===== src/rtl/led_word_scanner.sv =====
// led_word_scanner: byte-serial LED display of a 32-bit register tap with a
// sticky, blinking error indicator.
//
// A coherent snapshot of value_in is taken at each frame start. One byte is
// shown at a time on led_data, with its index on led_sel. Each byte stays up
// for DWELL_CYCLES clocks. led_err blinks with a half-period of BLINK_CYCLES
// while a latched bus error is pending.
//
// Ports:
//   clk       system clock, rising edge
//   rst       synchronous reset, active-high
//   value_in  word to display (sampled only at frame start)
//   err_in    bus-error flag (level or pulse), sets the sticky error
//   err_clr   clears the sticky error (a simultaneous err_in wins)
//   hold      freezes the scan position; error logic keeps running
//   led_data  displayed byte
//   led_sel   index of the displayed byte (0 = bits 7:0)
//   led_err   blinking sticky error indicator
module led_word_scanner #(
    parameter int unsigned DWELL_CYCLES = 50_000_000,
    parameter int unsigned BLINK_CYCLES = 25_000_000
) (
    input  logic        clk,
    input  logic        rst,
    input  logic [31:0] value_in,
    input  logic        err_in,
    input  logic        err_clr,
    input  logic        hold,
    output logic [7:0]  led_data,
    output logic [1:0]  led_sel,
    output logic        led_err
);

    localparam int unsigned DW = (DWELL_CYCLES > 1) ? $clog2(DWELL_CYCLES) : 1;
    localparam int unsigned BW = (BLINK_CYCLES > 1) ? $clog2(BLINK_CYCLES) : 1;
    localparam logic [DW-1:0] DWELL_LAST = DW'(DWELL_CYCLES - 1);
    localparam logic [BW-1:0] BLINK_LAST = BW'(BLINK_CYCLES - 1);

    logic [DW-1:0] dwell_cnt;
    logic [1:0]    idx;
    logic [31:0]   snapshot;
    logic          load_pending;
    logic [7:0]    cur_byte;

    logic          err_sticky;
    logic [BW-1:0] blink_cnt;
    logic          blink_phase;
    logic          err_sticky_n;
    logic [BW-1:0] blink_cnt_n;
    logic          blink_phase_n;

    // Byte of the snapshot selected by the current scan index.
    always_comb begin
        cur_byte = snapshot[{idx, 3'b000} +: 8];
    end

    // Scan position, snapshot capture and registered display outputs.
    // The initial load edge acts as a frame start, so dwell_cnt stays at 0 there
    // and byte 0 of the first frame gets its full dwell time.
    always_ff @(posedge clk) begin
        if (rst) begin
            dwell_cnt    <= '0;
            idx          <= 2'd0;
            snapshot     <= 32'd0;
            load_pending <= 1'b1;
            led_data     <= 8'd0;
            led_sel      <= 2'd0;
        end else begin
            led_data <= cur_byte;
            led_sel  <= idx;
            if (load_pending) begin
                snapshot     <= value_in;
                load_pending <= 1'b0;
            end else if (!hold) begin
                if (dwell_cnt == DWELL_LAST) begin
                    dwell_cnt <= '0;
                    idx       <= idx + 2'd1;
                    if (idx == 2'd3) begin
                        snapshot <= value_in;
                    end
                end else begin
                    dwell_cnt <= dwell_cnt + DW'(1);
                end
            end
        end
    end

    // Next state of the sticky error and its blink generator.
    always_comb begin
        err_sticky_n  = (err_sticky & ~err_clr) | err_in;
        blink_cnt_n   = '0;
        blink_phase_n = 1'b0;
        if (err_sticky_n) begin
            if (!err_sticky) begin
                blink_phase_n = 1'b1;
            end else if (blink_cnt == BLINK_LAST) begin
                blink_phase_n = ~blink_phase;
            end else begin
                blink_cnt_n   = blink_cnt + BW'(1);
                blink_phase_n = blink_phase;
            end
        end
    end

    // Error registers; led_err is registered from the same next-state values.
    always_ff @(posedge clk) begin
        if (rst) begin
            err_sticky  <= 1'b0;
            blink_cnt   <= '0;
            blink_phase <= 1'b0;
            led_err     <= 1'b0;
        end else begin
            err_sticky  <= err_sticky_n;
            blink_cnt   <= blink_cnt_n;
            blink_phase <= blink_phase_n;
            led_err     <= err_sticky_n & blink_phase_n;
        end
    end

endmodule


===== config.mk =====
export PLATFORM = sky130hd
export DESIGN_NAME = led_word_scanner
export DESIGN_NICKNAME = d
export VERILOG_FILES = /design/src/rtl/led_word_scanner.sv
export SDC_FILE = /design/constraint.sdc
export NUM_CORES = 1
export LEC_CHECK = 0
export BUFFER_PORTS_ARGS = -buffer_cell sky130_fd_sc_hd__clkbuf_2
export CAP_MARGIN = 20
export CORE_ASPECT_RATIO = 1.2
export CORE_MARGIN = 3
export CORE_UTILIZATION = 35
export DETAILED_ROUTE_END_ITERATION = 8
export SYNTH_ARGS = -nofsm -noshare
export SYNTH_HDL_FRONTEND = slang
export SYNTH_SLANG_ARGS = --single-unit

===== constraint.sdc =====
create_clock -name clk -period 2.8 [get_ports clk]
set_input_delay 0 -clock clk [delete_from_list [all_inputs] [get_ports clk]]
set_output_delay 0 -clock clk [all_outputs]
set_load 0.01 [all_outputs]

After elaboration in Yosys (flattened, before gate mapping)
Index checks and enable logic that the tools add are counted.
W data, S select, Z words.
{ "op_classes": {"n_reduce_logical": 6, "add_sub_neg": 3, "n_eq_ne": 4, "n_mux": 9, "bitwise_logic": 9, "n_shift": 1} }
{ "ops": {"columns": ["op", "n"], "rows": [
  ["$mux W32", 4],
  ["$shiftx A32 B6 Y8", 1],
  ["$add A26 B1 Y26 const B", 1],
  ["$eq A26 B26 Y1 const B", 1],
  ["$mux W26", 1],
  ["$add A25 B1 Y25 const B", 1],
  ["$eq A25 B25 Y1 const B", 1],
  ["$not A1 Y1", 6],
  ["$reduce_and A3 Y1", 2],
  ["$mux W1", 4],
  ["$reduce_bool A2 Y1", 2],
  ["$reduce_or A4 Y1", 1],
  ["$add A2 B1 Y2 const B", 1],
  ["$and A1 B1 Y1", 2],
  ["$eq A2 B2 Y1 const B", 1],
  ["$ne A2 B1 Y1 const B", 1],
  ["$reduce_and A2 Y1", 1],
  ["$or A1 B1 Y1", 1]
]} }
{ "totals": {"wordCells": 42, "reg_bits": 99, "out_inout_bits": 11, "inputBits": 37} }

Logic depth before layout (Yosys ltp)
Gate-level depths: netlist of the first run.
{ "depth": {"depth_word": 5, "ltp_mapped": 7, "mapped_depth_nobuf": 5} }

Worst setup path before layout of the first run
OpenSTA, ideal clock, no wires.
{ "synth_path": {"path_type": "reg2reg", "startpoint": "register blink_cnt[15]", "endpoint": "register led_err", "setup_ns": 0.091, "arrival_ns": 1.881, "period_less_slack_ns": 1.972, "n_path_buf": 0, "stages_incl_launch_ff": 5, "path_slack_ns": 0.828, "path_cell_list": "dfxtp_1 > or4b_1 > or4_4 > or3_1 > a311oi_1"} }
{ "synth_via": {"elab_chain_len": 5} }
{ "synth_rtl": {"columns": ["element", "line", "text"], "rows": [
  ["start, declared", "46", "logic [BW-1:0] blink_cnt;"],
  ["start signal, assigned", "114", "blink_cnt <= blink_cnt_n;"],
  ["$eq A25 B25 Y1", "96", "end else if (blink_cnt == BLINK_LAST) begin"],
  ["$mux W1", "96", null],
  ["$mux W1", "94", "if (!err_sticky) begin"],
  ["$mux W1", "93", "if (err_sticky_n) begin"],
  ["$and A1 B1 Y1", "116", "led_err <= err_sticky_n & blink_phase_n;"],
  ["end signal, assigned", "116", null],
  ["end, declared", "31", "output logic led_err"]
]} }
Every way passes these cells.
A chain may end at the register's enable or synchronous reset.

Worst setup path in the final report of the first run
{ "layout_path": {"startpoint": "register dwell_cnt[0]", "endpoint": "register snapshot[20]"} }
{ "layout_via": {"elab_chain_len": 3} }
{ "layout_rtl": {"columns": ["element", "line", "text"], "rows": [
  ["start, declared", "39", "logic [DW-1:0] dwell_cnt;"],
  ["start signal, assigned", "82", "dwell_cnt <= dwell_cnt + DW'(1);"],
  ["$eq A26 B26 Y1", "75", "if (dwell_cnt == DWELL_LAST) begin"],
  ["$reduce_bool A2 Y1 (no source line)", null, null],
  ["$reduce_and A3 Y1 (no source line)", null, null],
  ["end signal, assigned", "72", "snapshot <= value_in;"],
  ["end signal, assigned", "79", "snapshot <= value_in;"],
  ["end, declared", "41", "logic [31:0] snapshot;"]
]} }
Every way passes these cells.

==> impl_metrics.prom, run 1 <==
# TYPE chip_impl_metric gauge
chip_impl_metric{name="wl",unit="um"} 9760
chip_impl_metric{name="max_freq",unit="MHz"} 440
chip_impl_info{name="cp-endpoint",value="snapshot[20]"} 1
chip_impl_metric{name="cp_max_fo",unit=""} 32
chip_impl_metric{name="sequential_cell_area",unit="um^2"} 1960
chip_impl_metric{name="drive_gt1_frac",unit=""} 0.157
chip_impl_metric{name="power-per-cell-area",unit="nW/um^2"} 522
chip_impl_metric{name="routed-via-count",unit=""} 3679
chip_impl_metric{name="num_rows",unit=""} 43
chip_impl_metric{name="power.ir.vdd_worst",unit="uV"} 351
chip_impl_metric{name="residual_drc_count",unit=""} 0
chip_impl_info{name="critical_path.reg2reg.startpoint",value="dwell_cnt[0]"} 1
chip_impl_metric{name="timing_hold_violations_final",unit=""} 0
chip_impl_metric{name="grt_pass1_vias",unit=""} 3631
chip_impl_info{name="cts_tree",value="done"} 1
chip_impl_metric{name="clkSlewWorstSetupHoldPaths",unit="ns"} 0.06
chip_impl_metric{name="drt-vias-per-instance",unit=""} 5.12
chip_impl_metric{name="die_h",unit="um"} 128
chip_impl_metric{name="reg2reg_slack",unit="ns"} 0.53
chip_impl_metric{name="p_sw_frac",unit=""} 0.220
chip_impl_metric{name="antenna_violating_nets_post_route",unit=""} 0
chip_impl_metric{name="nNetsFinal",unit=""} 596
chip_impl_metric{name="yosysUniqueCellTypes",unit=""} 42
chip_impl_metric{name="power",unit="mW"} 2.80
chip_impl_info{name="top_family_by_delay_on_critical_path",value="compound AO/OA/AOI/OAI gates"} 1
chip_impl_info{name="top_cell_types_by_occurrence_after_synthesis",value="98 x sky130_fd_sc_hd__dfxtp_1, 85 x sky130_fd_sc_hd__nand2_1, 32 x sky130_fd_sc_hd__a21oi_1, 32 x sky130_fd_sc_hd__mux2i_1, 27 x sky130_fd_sc_hd__nor2_1"} 1
chip_impl_info{name="synth.most_common_cell",value="sky130_fd_sc_hd__dfxtp_1"} 1
chip_impl_metric{name="cts_post_setup_buffers_inserted",unit=""} 0
chip_impl_metric{name="synth_largest_type_area_fraction",unit=""} 0.451
chip_impl_metric{name="timing.max_cap.violations",unit=""} 0
chip_impl_metric{name="synth_warn",unit=""} 0
chip_impl_metric{name="synthesis.area_per_instance",unit="um^2"} 9.02
chip_impl_metric{name="finalSetupTns",unit="ns"} 0
chip_impl_metric{name="synth-seq-cells",unit=""} 98
chip_impl_metric{name="post_synth_instance_area",unit="um^2"} 4350
chip_impl_metric{name="port_buffers",unit=""} 47
chip_impl_metric{name="layout_min_cycle_time",unit="ns"} 2.27
chip_impl_info{name="hold_class",value="input port to register"} 1
chip_impl_metric{name="layout-area-overhead-vs-synth",unit="%"} 23.3
chip_impl_metric{name="fin_crit_sh",unit=""} 0.812
chip_impl_info{name="critPathLaunch",value="dwell_cnt[0]"} 1
chip_impl_metric{name="worstPathBufferInverterCount",unit=""} 0
chip_impl_metric{name="intPower",unit="mW"} 2.18
chip_impl_metric{name="dieArea",unit="um^2"} 13800
chip_impl_metric{name="synth-edff-count",unit=""} 0
chip_impl_metric{name="maxSlewHeadroom",unit=""} 0.295
chip_impl_metric{name="crit_path_dat",unit="ns"} 2.53
chip_impl_metric{name="layout.filler_cells",unit=""} 1136
chip_impl_metric{name="grt_antenna_before_repair",unit=""} 0
chip_impl_metric{name="comb_power_share",unit=""} 0.067
chip_impl_metric{name="timing.critical_path.depth",unit=""} 5
chip_impl_metric{name="share_of_synthesized_registers_carrying_an_async_set_or_reset",unit=""} 0
chip_impl_metric{name="clk_path_buf_depth",unit=""} 2
chip_impl_metric{name="final.setup_skew",unit="ns"} 0.00452
chip_impl_metric{name="drv_slew",unit=""} 0
chip_impl_info{name="yosys_most_used_dff",value="sky130_fd_sc_hd__dfxtp_1"} 1
chip_impl_metric{name="grt_remaining_overflow",unit=""} 0
chip_impl_info{name="endpoint_kind",value="register"} 1
chip_impl_info{name="crit-reg2reg-capture",value="snapshot[20]"} 1
chip_impl_info{name="setup.worst_path.class",value="register to register"} 1
chip_impl_metric{name="track_usage",unit=""} 0.150
chip_impl_metric{name="ioPinCount",unit=""} 48
chip_impl_metric{name="floorplan.initialDensity",unit=""} 0.367
chip_impl_metric{name="synthesis.instances",unit=""} 482
chip_impl_metric{name="finalSetupViolations",unit=""} 0
chip_impl_metric{name="power.static_leakage",unit="nW"} 1.96
chip_impl_info{name="slowest_stage",value="sky130_fd_sc_hd__o31a_2"} 1
chip_impl_metric{name="die_w",unit="um"} 108
chip_impl_metric{name="finalCoreUtilization",unit=""} 0.453
chip_impl_info{name="rsz0062_at_grt",value="no"} 1
chip_impl_metric{name="max_slew.worst_pin.slew",unit="ns"} 1.06
chip_impl_metric{name="core-area",unit="um^2"} 11800
chip_impl_metric{name="synth.yosys.seq_area_share",unit=""} 0.451
chip_impl_metric{name="multi_input_area",unit="um^2"} 2230
chip_impl_metric{name="grt_first_pass_wirelength",unit="um"} 16800
chip_impl_metric{name="cts_buffers",unit=""} 9
chip_impl_metric{name="routabilityCongestion",unit=""} 0.806
chip_impl_metric{name="synthesis.nets",unit=""} 522
chip_impl_metric{name="drt-pass1-iter-count",unit=""} 4
chip_impl_metric{name="cp.required",unit="ns"} 3.06
chip_impl_metric{name="stdcell_area",unit="um^2"} 5360
chip_impl_metric{name="largest_net_degree_at_the_start_of_global_routing",unit=""} 50
chip_impl_metric{name="number_of_h_tree_branching_levels",unit=""} 3
chip_impl_metric{name="clkLatencyLatePin",unit="ns"} 0.34
chip_impl_info{name="cts.root.buffer_cell",value="sky130_fd_sc_hd__clkbuf_16"} 1
chip_impl_metric{name="power.switching",unit="mW"} 0.615
chip_impl_metric{name="depth_of_the_most_critical_reg_to_reg_path",unit=""} 5
chip_impl_info{name="synth_top_cells_by_area",value="sky130_fd_sc_hd__dfxtp_1 45%, sky130_fd_sc_hd__mux2i_1 7.4%, sky130_fd_sc_hd__nand2_1 7.3%"} 1
chip_impl_info{name="run_status",value="completed"} 1
chip_impl_metric{name="seq_power_share",unit=""} 0.519
chip_impl_metric{name="cpPeakStageDelay",unit="ns"} 0.90
chip_impl_info{name="cp_cell_sequence",value="ha_1 -> and4_1 -> nand4_1 -> o31a_2 -> mux2i_1"} 1
chip_impl_info{name="netlist.top_cell.by_area",value="sky130_fd_sc_hd__dfxtp_1"} 1
chip_impl_info{name="start_kind",value="register"} 1
chip_impl_metric{name="post-dp-hpwl",unit="um"} 6570
chip_impl_metric{name="clock_sink_count",unit=""} 98
chip_impl_metric{name="drt-wirelength-per-cell",unit="um"} 13.6
chip_impl_metric{name="dr.first_iter.drc_count",unit=""} 185
chip_impl_metric{name="placed_cell_area",unit="um^2"} 4730
chip_impl_metric{name="insertedDiodeCount",unit=""} 0
chip_impl_metric{name="power.clock.fraction",unit=""} 0.414
tightest hold or removal path, stage by stage:
cell,delay [ns]
sky130_fd_sc_hd__clkbuf_2,0.15
sky130_fd_sc_hd__nor3_1,0.06
sky130_fd_sc_hd__o21ai_0,0.07
sky130_fd_sc_hd__a21oi_1,0.06
worst min-delay path by stage:
| stage | from | end | slack, ns | cells past startpoint |
|---|---|---|---|---|
| 4_1_cts | hold | dwell_cnt[0] | 0.05 | 4 |
| 2_1_floorplan | rst | load_pending | 0.03 | 0 |
| 3_3_place_gp | value_in[11] | snapshot[11] | 0.23 | 3 |
| 3_5_place_dp | value_in[25] | snapshot[25] | 0.24 | 3 |
| 5_1_grt | hold | dwell_cnt[1] | 0.09 | 3 |
| 6_report | hold | dwell_cnt[0] | 0.07 | 4 |
routing by layer:
| layer | GRT usage | up-vias | routed length [um] |
|---|---|---|---|
| li1 | - | 1866 | - |
| met2 | 0.254 | 54 | 4890 |
| met3 | 0.0327 | 14 | 307 |
| met4 | 0.0557 | 0 | 191 |
| met1 | 0.186 | 1745 | 4360 |
| met5 | 0 | - | 0 |
power by group through the flow:
stage	clock network [mW]	logic, mW	registers [mW]
after floorplan	0	0.0943	1.48
after global placement	0	0.145	1.48
after detailed placement	0	0.148	1.48
after CTS	1.20	0.187	1.45
after global routing	1.25	0.207	1.46
final	1.16	0.187	1.45
cells by family (layout without fill, tap and decap cells):
logic type / after synthesis / after routing / share of synthesized area
AOI/OAI and AO/OA: 71 / 71 / 0.0961
xor gates and xnor gates: 20 / 20 / 0.0403
adders and majority gates: 3 / 3 / 0.00863
buffers and inverters: 37 / 116 / 0.0351
DFF: 98 / 98 / 0.451
muxes: 40 / 40 / 0.115
and+or+nand+nor: 213 / 213 / 0.254
placed cells by master (no fill, tap or decap), drive strengths merged, types with 9 or more instances in the layout:
cell type / n
nand3: 20
nand2: 85
nor2: 27
mux2i: 32
buf: 9
xor2: 11
dlygate4sd3: 35
o31ai: 16
dfxtp: 98
xnor2: 9
clkbuf: 59
and2: 10
o21ai: 18
a21oi: 32
or4: 20
nand4: 13
or3: 13
inv: 9
layout make-up:
type	count	share of cell area
Inverter	9	0.00630
Tap cell	157	0.0366
Timing Repair Buffer	91	0.122
Multi-Input combinational cell	347	0.417
Clock buffer	12	0.0478
Sequential cell	98	0.366
Clock inverter	4	0.00490
sequential cells by signal, indices dropped and copies added (netlist names):
| name | count |
|---|---|
| blink_cnt | 25 |
| dwell_cnt | 26 |
| err_sticky | 1 |
| idx | 2 |
| led_data | 8 |
| led_err | 1 |
| led_sel | 2 |
| load_pending | 1 |
| snapshot | 32 |
repair_timing:
action / 4_1_cts / 5_1_grt
resized for setup: 0 / 0
hold buffers: 35 / 0
hold endpoints to repair: 42 / 0
stage by stage:
step	setup slack [ns]	hold WS (ns)	instances
after global placement	0.627	0.229	667
after detailed placement	0.536	0.238	667
after global routing	0.340	0.0859	718
after floorplan	0.828	0.0277	482
final	0.527	0.0672	718
after CTS	0.506	0.0454	718
(Power assumes the default switching activity.)
==> inputs of run 2 (changes only) <==
==> constraint.sdc (replaced) <==
create_clock -name clk -period 2.05 [get_ports clk]
set_input_delay 0 -clock clk [delete_from_list [all_inputs] [get_ports clk]]
set_output_delay 0 -clock clk [all_outputs]
set_load 0.01 [all_outputs]
==> impl_metrics.prom, run 2 (same netlist as run 1, synthesis figures left out) <==
# TYPE chip_impl_metric gauge
chip_impl_metric{name="clkLatencyLatePin",unit="ns"} 0.34
chip_impl_info{name="cts.root.buffer_cell",value="sky130_fd_sc_hd__clkbuf_16"} 1
chip_impl_info{name="critical_path.reg2reg.startpoint",value="blink_cnt[17]"} 1
chip_impl_metric{name="finalCoreUtilization",unit=""} 0.475
chip_impl_metric{name="layout-area-overhead-vs-synth",unit="%"} 29.2
chip_impl_info{name="endpoint_kind",value="register"} 1
chip_impl_metric{name="power.switching",unit="mW"} 0.862
chip_impl_metric{name="number_of_h_tree_branching_levels",unit=""} 3
chip_impl_info{name="hold_class",value="input port to register"} 1
chip_impl_metric{name="grt_remaining_overflow",unit=""} 0
chip_impl_metric{name="residual_drc_count",unit=""} 0
chip_impl_metric{name="clk_path_buf_depth",unit=""} 2
chip_impl_metric{name="power-per-cell-area",unit="nW/um^2"} 698
chip_impl_metric{name="num_rows",unit=""} 43
chip_impl_info{name="run_status",value="completed"} 1
chip_impl_metric{name="grt_first_pass_wirelength",unit="um"} 17100
chip_impl_info{name="max_flop_register",value="snapshot"} 1
chip_impl_metric{name="layout_min_cycle_time",unit="ns"} 2.02
chip_impl_metric{name="cp.required",unit="ns"} 2.30
chip_impl_metric{name="die_h",unit="um"} 128
chip_impl_metric{name="dieArea",unit="um^2"} 13800
chip_impl_metric{name="nNetsFinal",unit=""} 620
chip_impl_metric{name="ioPinCount",unit=""} 48
chip_impl_info{name="start_kind",value="register"} 1
chip_impl_metric{name="clock_sink_count",unit=""} 98
chip_impl_info{name="cp_cell_sequence",value="or4b_1 -> or4_4 -> or3_4 -> a311oi_2"} 1
chip_impl_metric{name="power.clock.fraction",unit=""} 0.425
chip_impl_metric{name="die_w",unit="um"} 108
chip_impl_metric{name="cts_buffers",unit=""} 9
chip_impl_metric{name="largest_net_degree_at_the_start_of_global_routing",unit=""} 33
chip_impl_metric{name="fin_crit_sh",unit=""} 0.984
chip_impl_metric{name="drv_slew",unit=""} 0
chip_impl_metric{name="timing_hold_violations_final",unit=""} 0
chip_impl_metric{name="seq_power_share",unit=""} 0.506
chip_impl_metric{name="wl",unit="um"} 10000
chip_impl_metric{name="drt-pass1-iter-count",unit=""} 5
chip_impl_info{name="slowest_stage",value="sky130_fd_sc_hd__or4_4"} 1
chip_impl_metric{name="finalSetupViolations",unit=""} 0
chip_impl_metric{name="largest_register_ffs",unit=""} 32
chip_impl_metric{name="p_sw_frac",unit=""} 0.220
chip_impl_metric{name="max_freq",unit="MHz"} 496
chip_impl_metric{name="routabilityCongestion",unit=""} 0.755
chip_impl_metric{name="power.ir.vdd_worst",unit="uV"} 455
chip_impl_metric{name="post-dp-hpwl",unit="um"} 6900
chip_impl_metric{name="stdcell_area",unit="um^2"} 5620
chip_impl_metric{name="final.setup_skew",unit="ns"} 0.00677
chip_impl_metric{name="cp_max_fo",unit=""} 4
chip_impl_info{name="reg_top3",value="snapshot (32), dwell_cnt (26), blink_cnt (25)"} 1
chip_impl_metric{name="intPower",unit="mW"} 3.06
chip_impl_metric{name="cts_post_setup_buffers_inserted",unit=""} 0
chip_impl_metric{name="comb_power_share",unit=""} 0.068
chip_impl_info{name="setup.worst_path.class",value="register to register"} 1
chip_impl_metric{name="placed_cell_area",unit="um^2"} 4950
chip_impl_metric{name="routed-via-count",unit=""} 3752
chip_impl_metric{name="max_slew.worst_pin.slew",unit="ns"} 0.501
chip_impl_info{name="cts_tree",value="done"} 1
chip_impl_metric{name="grt_antenna_before_repair",unit=""} 0
chip_impl_metric{name="drt-wirelength-per-cell",unit="um"} 13.5
chip_impl_metric{name="power.static_leakage",unit="nW"} 2.11
chip_impl_metric{name="sequential_cell_area",unit="um^2"} 1960
chip_impl_info{name="hold_path.startpoint",value="err_clr"} 1
chip_impl_metric{name="antenna_violating_nets_post_route",unit=""} 0
chip_impl_metric{name="core-area",unit="um^2"} 11800
chip_impl_metric{name="drt-vias-per-instance",unit=""} 5.06
chip_impl_metric{name="maxSlewHeadroom",unit=""} 0.662
chip_impl_metric{name="port_buffers",unit=""} 47
chip_impl_metric{name="multi_input_area",unit="um^2"} 2250
chip_impl_info{name="hold_path_end",value="err_sticky"} 1
chip_impl_metric{name="clkSlewWorstSetupHoldPaths",unit="ns"} 0.06
chip_impl_metric{name="crit_path_dat",unit="ns"} 2.27
chip_impl_metric{name="layout.filler_cells",unit=""} 1118
chip_impl_metric{name="track_usage",unit=""} 0.152
chip_impl_metric{name="dr.first_iter.drc_count",unit=""} 123
chip_impl_info{name="crit-reg2reg-capture",value="led_err"} 1
chip_impl_info{name="leading_cell_type_in_the_layout_fill_and_taps_excluded",value="sky130_fd_sc_hd__dfxtp_1"} 1
chip_impl_metric{name="hold_depth",unit=""} 4
chip_impl_metric{name="insertedDiodeCount",unit=""} 0
chip_impl_metric{name="grt_pass1_vias",unit=""} 3717
chip_impl_metric{name="depth_of_the_most_critical_reg_to_reg_path",unit=""} 4
chip_impl_metric{name="power",unit="mW"} 3.92
chip_impl_metric{name="floorplan.initialDensity",unit=""} 0.367
chip_impl_info{name="mostFrequentLayoutCells",value="96 x sky130_fd_sc_hd__dfxtp_1, 85 x sky130_fd_sc_hd__nand2_1, 47 x sky130_fd_sc_hd__clkbuf_2"} 1
chip_impl_metric{name="timing.max_cap.violations",unit=""} 0
chip_impl_metric{name="cpPeakStageDelay",unit="ns"} 0.56
chip_impl_metric{name="reg2reg_slack",unit="ns"} 0.03
chip_impl_metric{name="drive_gt1_frac",unit=""} 0.205
[run 2: layer usage]
| metal | vias up | routed length, um | global-route usage |
|---|---|---|---|
| met5 | - | 0 | 0 |
| met4 | 0 | 239 | 0.0669 |
| met3 | 18 | 281 | 0.0247 |
| met2 | 67 | 5030 | 0.258 |
| met1 | 1744 | 4490 | 0.190 |
| li1 | 1923 | - | - |
[run 2: per-stage QoR]
step,hold WS [ns],setup TNS (ns),std cells,setup slack (ns)
CTS,0.00997,0,742,0.0169
finish,0.0315,0,742,0.0335
floorplan,0.0277,0,482,0.0776
detailed placement,0.236,-0.0239,692,-0.0239
global placement,0.226,0,692,0.0356
global route,0.0649,-0.0102,742,-0.0102
[run 2: how the worst max path moves through the flow]
stage | start | end | slack [ns] | cells past startpoint
after detailed placement | blink_cnt[17] | led_err | -0.02 | 4
final | blink_cnt[17] | led_err | 0.03 | 4
after global placement | blink_cnt[17] | led_err | 0.04 | 4
after floorplan | blink_cnt[15] | led_err | 0.08 | 4
after global routing | blink_cnt[16] | led_err | -0.01 | 4
after CTS | blink_cnt[1] | blink_cnt[12] | 0.02 | 6
[run 2: layout make-up]
type                    count  share of cell area
clock buffers              13              0.0499
flip-flops and latches     98               0.350
multi-input cells         347               0.401
repair buffers            115               0.155
clock inverters             3             0.00379
well taps                 157              0.0350
inverters                   9             0.00601
[run 2: repair_timing]
action	in CTS	in global routing
endpoints found under the setup margin	1	9
pin swaps	1	1
resized for setup	0	6
endpoints found under the hold margin	41	0
hold buffers	34	0
[run 2: worst max-delay path, delay by kind of cell (launching register included)]
kind	cells	cell delay, ns
and+or+nand+nor	3	1.41
DFF	1	0.33
AOI/OAI and AO/OA	1	0.19
[run 2: power groups by stage]
stage	clock network, mW	registers, mW	logic (mW)
floorplan	0	2.02	0.129
global placement	0	2.02	0.209
detailed placement	0	2.03	0.215
CTS	1.71	1.98	0.267
global route	1.78	1.99	0.297
finish	1.67	1.98	0.268
==> inputs of run 3 (changes only) <==
--- a/config.mk
+++ b/config.mk
@@ -11,6 +11,7 @@
 export CORE_MARGIN = 3
 export CORE_UTILIZATION = 35
 export DETAILED_ROUTE_END_ITERATION = 8
+export PLACE_DENSITY = 0.57
 export SYNTH_ARGS = -nofsm -noshare
 export SYNTH_HDL_FRONTEND = slang
 export SYNTH_SLANG_ARGS = --single-unit
==> impl_metrics.prom, run 3 (same netlist as run 1, synthesis figures left out) <==
# TYPE chip_impl_metric gauge
chip_impl_info{name="run_status",value="completed"} 1
chip_impl_metric{name="track_usage",unit=""} 0.148
chip_impl_metric{name="grt_remaining_overflow",unit=""} 0
chip_impl_metric{name="residual_drc_count",unit=""} 0
chip_impl_info{name="critical_path.reg2reg.startpoint",value="dwell_cnt[6]"} 1
chip_impl_info{name="rsz0062_at_grt",value="no"} 1
chip_impl_metric{name="ioPinCount",unit=""} 48
chip_impl_metric{name="grt_pass1_vias",unit=""} 3644
chip_impl_metric{name="finalCoreUtilization",unit=""} 0.476
chip_impl_metric{name="clock_sink_count",unit=""} 98
chip_impl_metric{name="comb_power_share",unit=""} 0.064
chip_impl_metric{name="cts_post_setup_buffers_inserted",unit=""} 0
chip_impl_metric{name="power-per-cell-area",unit="nW/um^2"} 724
chip_impl_info{name="leading_cell_type_in_the_layout_fill_and_taps_excluded",value="sky130_fd_sc_hd__dfxtp_1"} 1
chip_impl_info{name="critPathLaunch",value="dwell_cnt[6]"} 1
chip_impl_metric{name="antenna_violating_nets_post_route",unit=""} 0
chip_impl_metric{name="clkLatencyLatePin",unit="ns"} 0.34
chip_impl_metric{name="grt_antenna_before_repair",unit=""} 0
chip_impl_metric{name="sequential_cell_area",unit="um^2"} 1960
chip_impl_info{name="mostFrequentLayoutCells",value="96 x sky130_fd_sc_hd__dfxtp_1, 84 x sky130_fd_sc_hd__nand2_1, 47 x sky130_fd_sc_hd__clkbuf_2"} 1
chip_impl_metric{name="intPower",unit="mW"} 3.20
chip_impl_metric{name="post-dp-hpwl",unit="um"} 6820
chip_impl_metric{name="drt-wirelength-per-cell",unit="um"} 13.0
chip_impl_metric{name="clk_path_buf_depth",unit=""} 2
chip_impl_metric{name="number_of_h_tree_branching_levels",unit=""} 3
chip_impl_metric{name="die_w",unit="um"} 108
chip_impl_info{name="endpoint_kind",value="register"} 1
chip_impl_metric{name="power",unit="mW"} 4.08
chip_impl_metric{name="drive_gt1_frac",unit=""} 0.203
chip_impl_info{name="start_kind",value="register"} 1
chip_impl_metric{name="maxSlewHeadroom",unit=""} 0.688
chip_impl_metric{name="max_slew.worst_pin.slew",unit="ns"} 0.468
chip_impl_info{name="cts_tree",value="done"} 1
chip_impl_metric{name="timing.max_cap.violations",unit=""} 0
chip_impl_metric{name="drt-vias-per-instance",unit=""} 5.08
chip_impl_metric{name="cp.required",unit="ns"} 2.32
chip_impl_metric{name="num_rows",unit=""} 43
chip_impl_metric{name="p_sw_frac",unit=""} 0.215
chip_impl_metric{name="floorplan.initialDensity",unit=""} 0.367
chip_impl_metric{name="layout_min_cycle_time",unit="ns"} 1.95
chip_impl_metric{name="cts_buffers",unit=""} 9
chip_impl_metric{name="largest_register_ffs",unit=""} 32
chip_impl_metric{name="largest_net_degree_at_the_start_of_global_routing",unit=""} 33
chip_impl_metric{name="max_freq",unit="MHz"} 512
chip_impl_metric{name="port_buffers",unit=""} 47
chip_impl_metric{name="power.clock.fraction",unit=""} 0.449
chip_impl_metric{name="multi_input_area",unit="um^2"} 2240
chip_impl_info{name="max_flop_register",value="snapshot"} 1
chip_impl_metric{name="seq_power_share",unit=""} 0.486
chip_impl_metric{name="power.ir.vdd_worst",unit="uV"} 626
chip_impl_metric{name="post-place-cells",unit=""} 693
chip_impl_metric{name="crit_path_dat",unit="ns"} 2.22
chip_impl_metric{name="routed-via-count",unit=""} 3776
chip_impl_metric{name="clkSlewWorstSetupHoldPaths",unit="ns"} 0.07
chip_impl_metric{name="finalSetupViolations",unit=""} 0
chip_impl_metric{name="dr.first_iter.drc_count",unit=""} 146
chip_impl_metric{name="drv_slew",unit=""} 0
chip_impl_info{name="hold_path.startpoint",value="hold"} 1
chip_impl_metric{name="final.setup_skew",unit="ns"} 0.00960
chip_impl_info{name="reg_top3",value="snapshot (32), dwell_cnt (26), blink_cnt (25)"} 1
chip_impl_metric{name="drt-pass1-iter-count",unit=""} 4
chip_impl_metric{name="routabilityCongestion",unit=""} 0.811
chip_impl_metric{name="final_cells",unit=""} 743
chip_impl_metric{name="cp_max_fo",unit=""} 16
chip_impl_metric{name="layout.filler_cells",unit=""} 1152
chip_impl_metric{name="insertedDiodeCount",unit=""} 0
chip_impl_metric{name="power.static_leakage",unit="nW"} 2.12
chip_impl_metric{name="timing_hold_violations_final",unit=""} 0
chip_impl_info{name="cts.root.buffer_cell",value="sky130_fd_sc_hd__clkbuf_16"} 1
chip_impl_metric{name="core-area",unit="um^2"} 11800
chip_impl_metric{name="nNetsFinal",unit=""} 622
chip_impl_info{name="hold_class",value="input port to register"} 1
chip_impl_metric{name="dieArea",unit="um^2"} 13800
chip_impl_metric{name="wl",unit="um"} 9690
chip_impl_metric{name="finalSetupTns",unit="ns"} 0
chip_impl_info{name="setup.worst_path.class",value="register to register"} 1
chip_impl_metric{name="layout-area-overhead-vs-synth",unit="%"} 29.6
chip_impl_metric{name="fin_crit_sh",unit=""} 0.952
chip_impl_metric{name="grt_first_pass_wirelength",unit="um"} 16600
chip_impl_metric{name="die_h",unit="um"} 128
chip_impl_metric{name="power.switching",unit="mW"} 0.875
-- run 3: changes by cell type in the layout (fill, tap and decap cells not counted), moves of 2 or more --
cell,before,now
sky130_fd_sc_hd__clkbuf_8,4,1
sky130_fd_sc_hd__bufinv_16,0,2
sky130_fd_sc_hd__buf_4,31,33
sky130_fd_sc_hd__inv_6,0,2
-- run 3: per-layer routing --
metal | GRT usage | share of wire | up-vias
met4 | 0.0498 | 0.017 | 0
li1 | - | - | 1932
met3 | 0.0277 | 0.032 | 12
met2 | 0.250 | 0.50 | 54
met1 | 0.190 | 0.45 | 1778
met5 | 0 | 0 | -
-- run 3: layout make-up --
cell class	instances	area share
Tap cell	157	0.0349
Timing Repair Buffer	117	0.155
Clock inverter	5	0.0151
Multi-Input combinational cell	347	0.398
Inverter	9	0.00599
Clock buffer	10	0.0424
Sequential cell	98	0.349
-- run 3: path summary, 6_finish.rpt --
check	to	slack [ns]	cells after the start
setup / recovery	dwell_cnt[17]	0.1	5
hold / removal	dwell_cnt[0]	0.02	4
setup reg to reg	dwell_cnt[17]	0.1	5
hold reg to reg	blink_cnt[0]	0.45	1
-- run 3: critical path: stages, from the launching register on --
cell and delay, ns:
sky130_fd_sc_hd__dfxtp_1 0.36, sky130_fd_sc_hd__nand4_1 0.13, sky130_fd_sc_hd__or4_1 0.53, sky130_fd_sc_hd__buf_4 0.19
sky130_fd_sc_hd__or4_1 0.51, sky130_fd_sc_hd__a21oi_1 0.16
-- run 3: what timing repair did --
| item | in CTS | in global routing |
|---|---|---|
| resized for setup | 1 | 4 |
| setup endpoints to repair | 2 | 8 |
| hold endpoints to repair | 34 | 0 |
| hold buffers | 35 | 0 |
| pin swaps | 0 | 3 |
-- run 3: power groups by stage --
| stage | registers (mW) | clock network, mW | logic [mW] |
|---|---|---|---|
| after CTS | 1.98 | 1.88 | 0.265 |
| after global placement | 2.03 | 0 | 0.207 |
| after global routing | 1.99 | 1.97 | 0.291 |
| after detailed placement | 2.03 | 0 | 0.212 |
| final | 1.98 | 1.83 | 0.263 |
| after floorplan | 2.02 | 0 | 0.129 |
-- run 3: metrics by stage --
| step | area, um^2 | hold slack, ns | setup WS [ns] |
|---|---|---|---|
| detailed placement | 4950 | 0.239 | -0.00172 |
| finish | 5640 | 0.0195 | 0.0976 |
| global route | 5640 | 0.0291 | 0.00724 |
| global placement | 4950 | 0.227 | 0.0494 |
| floorplan | 4350 | 0.0277 | 0.0776 |
| CTS | 5630 | 0.00981 | 0.00394 |
